$ cat src/rtl/fgen_burst_ctrl.sv
// Burst sequencer for funct_generator: latches a request, configures the
// generator, streams samples under FIFO backpressure and reports completion.
module fgen_burst_ctrl #(
    parameter int INT_BITS = 8,
    parameter int CNT_W    = 16
) (
    input  logic                       clk,
    input  logic                       rst,
    input  logic                       start_i,
    input  logic                       abort_i,
    input  logic signed [INT_BITS-1:0] amp_cfg_i,
    input  logic [1:0]                 sel_cfg_i,
    input  logic [CNT_W-1:0]           nsamp_i,
    input  logic                       fifo_full_i,
    output logic signed [INT_BITS-1:0] amp_o,
    output logic [1:0]                 sel_o,
    output logic                       enh_conf_o,
    output logic                       clrh_addr_o,
    output logic                       en_low_o,
    output logic                       gen_step_o,
    output logic                       busy_o,
    output logic                       done_o,
    output logic                       aborted_o,
    output logic [CNT_W-1:0]           samp_cnt_o,
    output logic [CNT_W-1:0]           stall_cnt_o
);

    typedef enum logic [1:0] {
        S_IDLE   = 2'd0,
        S_CONFIG = 2'd1,
        S_GEN    = 2'd2,
        S_DONE   = 2'd3
    } state_t;

    localparam logic [CNT_W-1:0] ONE = {{(CNT_W-1){1'b0}}, 1'b1};

    state_t                     r_state;
    logic signed [INT_BITS-1:0] r_amp;
    logic [1:0]                 r_sel;
    logic [CNT_W-1:0]           r_target;
    logic [CNT_W-1:0]           r_samp_cnt;
    logic [CNT_W-1:0]           r_stall_cnt;
    logic                       r_enh_conf;
    logic                       r_clrh_addr;
    logic                       r_busy;
    logic                       r_done;
    logic                       r_aborted;

    logic w_in_gen;
    logic w_step;
    logic w_last;

    // Step decode: abort wins over a step in the same cycle; target 0 never ends
    assign w_in_gen = (r_state == S_GEN);
    assign w_step   = w_in_gen & ~fifo_full_i & ~abort_i;
    assign w_last   = w_step & (r_target != '0)
                    & (r_samp_cnt == (r_target - ONE));

    assign gen_step_o  = w_step;
    assign en_low_o    = ~w_in_gen;
    assign amp_o       = r_amp;
    assign sel_o       = r_sel;
    assign enh_conf_o  = r_enh_conf;
    assign clrh_addr_o = r_clrh_addr;
    assign busy_o      = r_busy;
    assign done_o      = r_done;
    assign aborted_o   = r_aborted;
    assign samp_cnt_o  = r_samp_cnt;
    assign stall_cnt_o = r_stall_cnt;

    // Burst FSM with registered strobes, counters and latched configuration
    always_ff @(posedge clk) begin
        if (rst) begin
            r_state     <= S_IDLE;
            r_amp       <= '0;
            r_sel       <= '0;
            r_target    <= '0;
            r_samp_cnt  <= '0;
            r_stall_cnt <= '0;
            r_enh_conf  <= 1'b0;
            r_clrh_addr <= 1'b0;
            r_busy      <= 1'b0;
            r_done      <= 1'b0;
            r_aborted   <= 1'b0;
        end else begin
            r_enh_conf  <= 1'b0;
            r_clrh_addr <= 1'b0;
            r_done      <= 1'b0;
            case (r_state)
                S_IDLE: begin
                    if (start_i) begin
                        r_state     <= S_CONFIG;
                        r_amp       <= amp_cfg_i;
                        r_sel       <= sel_cfg_i;
                        r_target    <= nsamp_i;
                        r_samp_cnt  <= '0;
                        r_stall_cnt <= '0;
                        r_aborted   <= 1'b0;
                        r_enh_conf  <= 1'b1;
                        r_clrh_addr <= 1'b1;
                        r_busy      <= 1'b1;
                    end
                end
                S_CONFIG: begin
                    if (abort_i) begin
                        r_state   <= S_DONE;
                        r_aborted <= 1'b1;
                        r_done    <= 1'b1;
                    end else begin
                        r_state <= S_GEN;
                    end
                end
                S_GEN: begin
                    if (fifo_full_i && (r_stall_cnt != '1)) begin
                        r_stall_cnt <= r_stall_cnt + ONE;
                    end
                    if (abort_i) begin
                        r_state   <= S_DONE;
                        r_aborted <= 1'b1;
                        r_done    <= 1'b1;
                    end else if (w_step) begin
                        r_samp_cnt <= r_samp_cnt + ONE;
                        if (w_last) begin
                            r_state <= S_DONE;
                            r_done  <= 1'b1;
                        end
                    end
                end
                S_DONE: begin
                    r_state <= S_IDLE;
                    r_busy  <= 1'b0;
                end
                default: begin
                    r_state <= S_IDLE;
                    r_busy  <= 1'b0;
                end
            endcase
        end
    end

endmodule

$ cat config.mk
export PLATFORM = sky130hd
export DESIGN_NAME = fgen_burst_ctrl
export DESIGN_NICKNAME = d
export VERILOG_FILES = /design/src/rtl/fgen_burst_ctrl.sv
export SDC_FILE = /design/constraint.sdc
export NUM_CORES = 1
export LEC_CHECK = 0
export BUFFER_PORTS_ARGS = -buffer_cell sky130_fd_sc_hd__buf_2
export CAP_MARGIN = 30
export CORE_MARGIN = 3
export CORE_UTILIZATION = 45
export CTS_BUF_LIST = sky130_fd_sc_hd__clkbuf_16
export DETAILED_ROUTE_END_ITERATION = 12
export PLACE_DENSITY = 0.69
export SETUP_SLACK_MARGIN = 0.05
export SLEW_MARGIN = 25
export SYNTH_ARGS = -nofsm -noshare
export SYNTH_HDL_FRONTEND = slang
export SYNTH_SLANG_ARGS = --single-unit
export TNS_END_PERCENT = 50
$ cat constraint.sdc
create_clock -name clk -period 4.75 [get_ports clk]
set_clock_uncertainty 0.05 [all_clocks]
set_input_delay 0.2375 -clock clk [delete_from_list [all_inputs] [get_ports clk]]
set_output_delay 0.2375 -clock clk [all_outputs]
set_load 0.05 [all_outputs]
==> metrics.md, run 1 <==
| Metric | Value |
|---|---|
| Status | finished, final reports clean |
| Power Density | 494 nW/um2 |
| # placed instances | roughly 570 |
| Yosys top cell area share | 38.2% |
| Hold Crit Class | primary input to register |
| Minimum clock period | roughly 2.7 ns |
| Worst EP arrival | 2.87 ns |
| Sink Count | 64 |
| Pre-antenna DRT Iters | 4 |
| Seq pwr share | 34.0% |
| Sw Ratio | between 30 and 40% |
| Setup Viol. Count Final | 0 |
| Yosys reg bits | 64 |
| Cell Rows | 30 |
| Post-DR wirelength/cell | approximately 14 um |
| Clock Tree Buf Depth | 2 |
| Largest net degree at the start of global routing | 38 |
| Filler instances | 676 |
| Area leader, netlist | dfxtp_1 |
| Post-synth top cells | nand2_1 (73), dfxtp_1 (64), nor2_1 (51) |
| Initial core utilization | between 40% and 50% |
| Vias/cell | 5.26 |
| Multi-input logic area | 1920 um2 |
| Layout area overhead | 19.9% |
| CTS buffer count | 9 |
| Drt initial violations | 150 |
| Crit-path max FO | 8 |
| Skew-Pair Late Insertion Delay | 0.32 ns |
| Ys Warns | 0 |
| Post-synth EDFFs | 0 |
| Avg Inst Size Synth | 7.98 um2 |
| Core ar. | about 7000 um2 |
| Gp weighted congestion | between 0.9 and 1 |
| Drt total wl | 8000 um |
| Slew Viols, Final | 0 |
| Maxcap violations | 0 |
| Post-CTS Hold Buffers | 0 |
| Clock Power Share | 28.2% |
| Number of global-route vias before repair | 2,908 |
| Post-CTS Resized | 0 |
| Post-synthesis net count | 459 |
| Clock Tree Root | clkbuf_16 |
| First-pass GRT wire length | 13,700 um |
| Post-route ant nets | 0 |
| TritonCTS clock tree | built |
| Reg clk slew, reported paths | approximately 0.05 ns |
| Non-filler cells, final | 585 |
| Top post-synthesis cells by area | dfxtp_1 (38%), nand2_1 (8.2%), a21oi_1 (6.3%) |
| Slew Limit Headroom | 42.7% |
| Fmax | 365 MHz |
| P_int | 0.00121 W |
| Overflow after GRT | 0 |
| N_diodes | 0 |
| Port bufs | 79 |
| DRC Markers | 0 |
| Initial antenna violation count | 0 |
| Die Y | 92.3 um |
| CP Launch Type | register |
| Post-synthesis async set-or-reset flop share | 0% |
| Sequential fraction of the synthesis area | a little under two fifths |
| Psw | a little under 0.0008 W |
| Die area | 8520 um2 |
| Chip Width | 92.3 um |
| Yosys cell types | 61 |
| Post-Synthesis Cells | 420 |
| H-tree level count | 3 |
| Total GRT Usage | 19.5% |
| Setup Crit Path Kind | register to register |
| Post-CTS Setup Bufs | 0 |
| DP HPWL | 5890 um |
| Worst-Margin Slew | 0.851 ns |
| Leakage power | 1.65 nW |
| Comb pwr share | 37.8% |
| Peak VDD IR | 273 uV |
| Synthesized area | 3350 um2 |
| IO Pins | 80 |
| Most frequent cell after synthesis | nand2_1 |
| Total number of vias | just over 3,000 |
| Worst EP required | 4.88 ns |
| TNS Setup | 0 ns |
| Share of layout cells above drive strength 1 | a little over a fifth |
| Register Area | between 1000 and 1500 um2 |
| Final hold violation count | 0 |
| Crit share post-route | 57.7% |
| RSZ-0062 raised after global routing | no |
| Worst setup EP type | register |
| Fin nets | 524 |
| Post-synth top flop | dfxtp_1 |
registers in the layout (all words and copies together) (netlist names):
register     cells
busy_o           1
r_target        16
aborted_o        1
stall_cnt_o     16
r_state          2
samp_cnt_o      16
done_o           1
sel_o            2
clrh_addr_o      1
amp_o            8
final timing paths:
check | cells past startpoint | endpoint | slack, ns | from
min reg2reg | 2 | sel_o[0] | 0.40 | sel_o[0]
max reg2reg | 9 | samp_cnt_o[15] | 2.01 | r_state[0]
min | 3 | sel_o[1] | 0.10 | sel_cfg_i[1]
max | 9 | samp_cnt_o[15] | 2.01 | r_state[0]
through the flow:
step                hold WS (ns)  setup slack [ns]  instance area [um2]  power, W  util (%)
global placement           0.389              2.10                 3740   0.00141      53.3
floorplan                  0.323              1.94                 3350   0.00128         -
global route               0.105              1.64                 4020   0.00212      57.3
detailed placement         0.396              1.99                 3750   0.00142      53.4
CTS                       0.0931              1.97                 4010   0.00200      57.1
finish                     0.102              2.01                 4020   0.00199      57.3
cell families after synthesis:
logic type | after synthesis | share of synthesized area, %
simple gates | 193 | 27.9
compound gates | 73 | 13.5
flops | 64 | 38.2
xor+xnor | 44 | 11.5
buf+inv | 34 | 4.74
fa+ha+maj | 8 | 2.99
mux | 4 | 1.19
critical path, cell delays in order (launching register included):
cell and delay [ns]:
dfxtp_1 0.35, inv_1 0.12, ha_1 0.36, mux2i_1 0.31
nor2_1 0.40, nand4_1 0.28, nor3_1 0.39, nand3_1 0.14
xor2_1 0.14, nor2_1 0.05
cell type report:
type | instances | share of cell area [%]
multi-input combinational | 322 | 47.9
sequential | 64 | 31.9
inverter | 8 | 0.747
clock inverter | 6 | 0.716
tap | 96 | 2.99
timing repair buffer | 80 | 10.2
clock buffer | 9 | 5.60
layer usage:
layer | up-vias | global-route usage [%] | routed length, um
li1 | 1575 | - | -
met1 | 1398 | 27.1 | 3890
met2 | 90 | 28.8 | 3440
met3 | 14 | 4.39 | 551
met4 | 0 | 8.42 | 123
met5 | - | 0 | 0
cells in the final DEF, fill, tap and decap left out, types with 3 or more instances in the layout:
cell type and instances:
buf_2 79, nand4_1 10, o21ai_0 6, nand2_1 73, and3_1 4, nor4_1 6
ha_1 8, a21oi_1 42, nor3_1 9, dfxtp_1 64, nor2_1 51, xnor2_1 22
a211oi_1 4, nand2b_1 3, nand3_1 10, and2_1 3, xor2_1 22, inv_1 9
clkbuf_16 9, and4_1 3, mux2i_1 4
power by group through the flow:
| stage | Sequential [W] | Clock, W | Combinational [W] |
|---|---|---|---|
| 6_report | 0.000675 | 0.000561 | 0.000752 |
| 5_1_grt | 0.000687 | 0.000598 | 0.000833 |
| 4_1_cts | 0.000674 | 0.000577 | 0.000745 |
| 3_5_place_dp | 0.000684 | 0 | 0.000741 |
| 3_3_place_gp | 0.000682 | 0 | 0.000731 |
| 2_1_floorplan | 0.000761 | 0 | 0.000516 |
Power figures use the tool's default switching activity.
==> run 2: changes to the inputs <==
--- a/config.mk
+++ b/config.mk
@@ -11,7 +11,7 @@
 export CORE_UTILIZATION = 45
 export CTS_BUF_LIST = sky130_fd_sc_hd__clkbuf_16
 export DETAILED_ROUTE_END_ITERATION = 12
-export PLACE_DENSITY = 0.69
+export PLACE_DENSITY = 0.72
 export SETUP_SLACK_MARGIN = 0.05
 export SLEW_MARGIN = 25
 export SYNTH_ARGS = -nofsm -noshare
==> constraint.sdc (replaced) <==
create_clock -name clk -period 2.35 [get_ports clk]
set_clock_uncertainty 0.05 [all_clocks]
set_input_delay 0.1175 -clock clk [delete_from_list [all_inputs] [get_ports clk]]
set_output_delay 0.1175 -clock clk [all_outputs]
set_load 0.05 [all_outputs]
==> run 2 against run 1 <==
Effect of this change:
- flip-flop and latch count unchanged
- power rose by 140%
- routed wire length rose by 14%
- sequential share of layout area decreased by 4.6 points
- global-route usage rose by 1.9 points
- via count increased by 8.4%
- cell count grew 10%
- combinational power grew to 2.6 times the previous value
- clock-buffer cell count increased by 1
- worst setup slack got worse by 2.0 ns
- clock power rose to 2.6 times the previous value
- critical path type unchanged
==> metrics.md, run 2 (synthesis results as in run 1) <==
| Metric | Value |
|---|---|
| Status | finished, final reports clean |
| TNS Setup | 0 ns |
| Vias/cell | 5.18 |
| Worst EP required | 2.51 ns |
| Worst-Margin Slew | ~0.85 ns |
| TritonCTS clock tree | built |
| Leakage power | about 2.0 nW |
| Port bufs | 79 |
| Clock Tree Buf Depth | 2 |
| Crit share post-route | 98.2% |
| Total number of vias | roughly 3,300 |
| Drt initial violations | 159 |
| Most common cell after layout, fill and taps aside | buf_2 |
| Die area | 8520 um2 |
| Total GRT Usage | 21.4% |
| Layout area overhead | 42.2% |
| Sink Count | 64 |
| Overflow after GRT | 0 |
| Reg clk slew, reported paths | roughly 0.050 ns |
| Maxcap violations | 0 |
| Initial core utilization | 47.8% |
| Commonest non-fill, non-tap cells in the layout | buf_2 (79), nand2_1 (73), dfxtp_1 (57) |
| RSZ-0062 raised after global routing | yes |
| Skew-Pair Late Insertion Delay | 0.32 ns |
| Power Density | 991 nW/um2 |
| DP HPWL | just over 6000 um |
| CP Launch Type | register |
| Slew Viols, Final | 0 |
| Crit-path max FO | 4 |
| Minimum clock period | 2.31 ns |
| Beginning of the worst hold path | abort_i |
| Gp weighted congestion | 0.914 |
| Worst setup EP type | register |
| Setup Viol. Count Final | 0 |
| R2R Path End | r_state[1] |
| CTS buffer count | 9 |
| Placed cell areas | 4010 um2 |
| Core ar. | 7020 um2 |
| Setup Crit Path Kind | register to register |
| Post-route ant nets | 0 |
| Worst r2r src | r_target[0] |
| H-tree level count | 3 |
| Cell Rows | 30 |
| First-pass GRT wire length | 14,700 um |
| Slew Limit Headroom | 43.1% |
| Path depth of the worst reg2reg path | 9 |
| IO Pins | 80 |
| Final hold violation count | 0 |
| Worst EP arrival | 2.47 ns |
| Peak VDD IR | 601 uV |
| Final core utilization | 67.9% |
| Initial antenna violation count | 0 |
| Clock Tree Root | clkbuf_16 |
| Number of global-route vias before repair | roughly 3,100 |
| Drt total wl | 9140 um |
| Fin nets | 582 |
| DRC Markers | 0 |
| Die Y | between 90 and 100 um |
| Worst R2R Setup Slack | approximately 0.042 ns |
| Share of layout cells above drive strength 1 | 31.3% |
| Pre-antenna DRT Iters | 4 |
| Largest net degree at the start of global routing | 38 |
| Post-DR wirelength/cell | ~14 um |
| Fin area | 4770 um2 |
| Worst hold path depth | 3 |
| Chip Width | 92.3 um |
| Fmax | 433 MHz |
| WHS Endpoint | aborted_o |
| Hold Crit Class | primary input to register |
==> run 2: cell count changes in the layout (fill, tap and decap cells not counted), sizes merged <==
cell,change
buf,+32
dlygate4sd3,+26
bufinv,+2
clkbuf,+1
clkinv,-1
clkinvlp,-1
diode,+1
inv,-1
==> run 2: routing by layer <==
layer  share of wire, %  up-vias  GRT usage, %
met5                  0        -             0
met4                1.6        0          8.29
met3                4.7       14          3.49
met2                 49       93          35.2
met1                 45     1538          28.1
li1                   -     1690             -
==> run 2: layout make-up <==
cell class	count	area, um2
Multi-Input combinational cell	322	2070
Clock buffer	10	250
Fill cell	586	2250
Timing Repair Buffer	138	915
Tap cell	96	120
Clock inverter	5	78.8
Antenna cell	1	2.50
Sequential cell	64	1300
Inverter	8	35.0
==> run 2: timing repair <==
action                                 CTS  global route
gates resized for setup                 13            22
endpoints found under the hold margin   26             0
buffers inserted                         1             2
setup endpoints to repair                9            15
hold buffers                            26             0
pin swaps                                6            10
==> run 2: critical path, stage by stage, from the launching register on <==
cell and delay (ns):
dfxtp_4 0.36, buf_6 0.12, nor4_4 0.26, buf_4 0.16
a211oi_2 0.06, a311o_1 0.33, a2111o_1 0.35, nor4b_2 0.29
a22oi_2 0.08, mux2i_1 0.13
==> run 2: power breakdown <==
group / internal (W) / switching (W) / leakage [nW]
Sequential: 0.00122 / 0.000125 / 0.525
Combinational: 0.000785 / 0.00114 / 1.30
Clock: 0.000984 / 0.000471 / 0.163
Total: 0.00298 / 0.00174 / 1.99
==> run 2: worst max path at each step <==
| stage | startpoint | to | slack (ns) |
|---|---|---|---|
| 6_report | r_target[0] | r_state[1] | 0.04 |
| 5_1_grt | r_state[1] | samp_cnt_o[9] | -0.05 |
| 4_1_cts | r_state[0] | samp_cnt_o[9] | 0.04 |
| 3_5_place_dp | r_target[2] | done_o | -0.06 |
| 3_3_place_gp | r_target[2] | done_o | -0.09 |
| 2_1_floorplan | r_state[0] | r_state[1] | 0.04 |
==> run 2: per-stage QoR <==
stage / hold slack (ns) / worst slack (ns) / power (W) / std cells
after floorplan: 0.196 / 0.0390 / 0.00262 / 420
after global placement: 0.307 / -0.0927 / 0.00302 / 599
after detailed placement: 0.315 / -0.0569 / 0.00305 / 599
after CTS: 0.111 / 0.0393 / 0.00461 / 641
after global routing: 0.178 / -0.0538 / 0.00499 / 643
final: 0.119 / 0.0423 / 0.00472 / 644
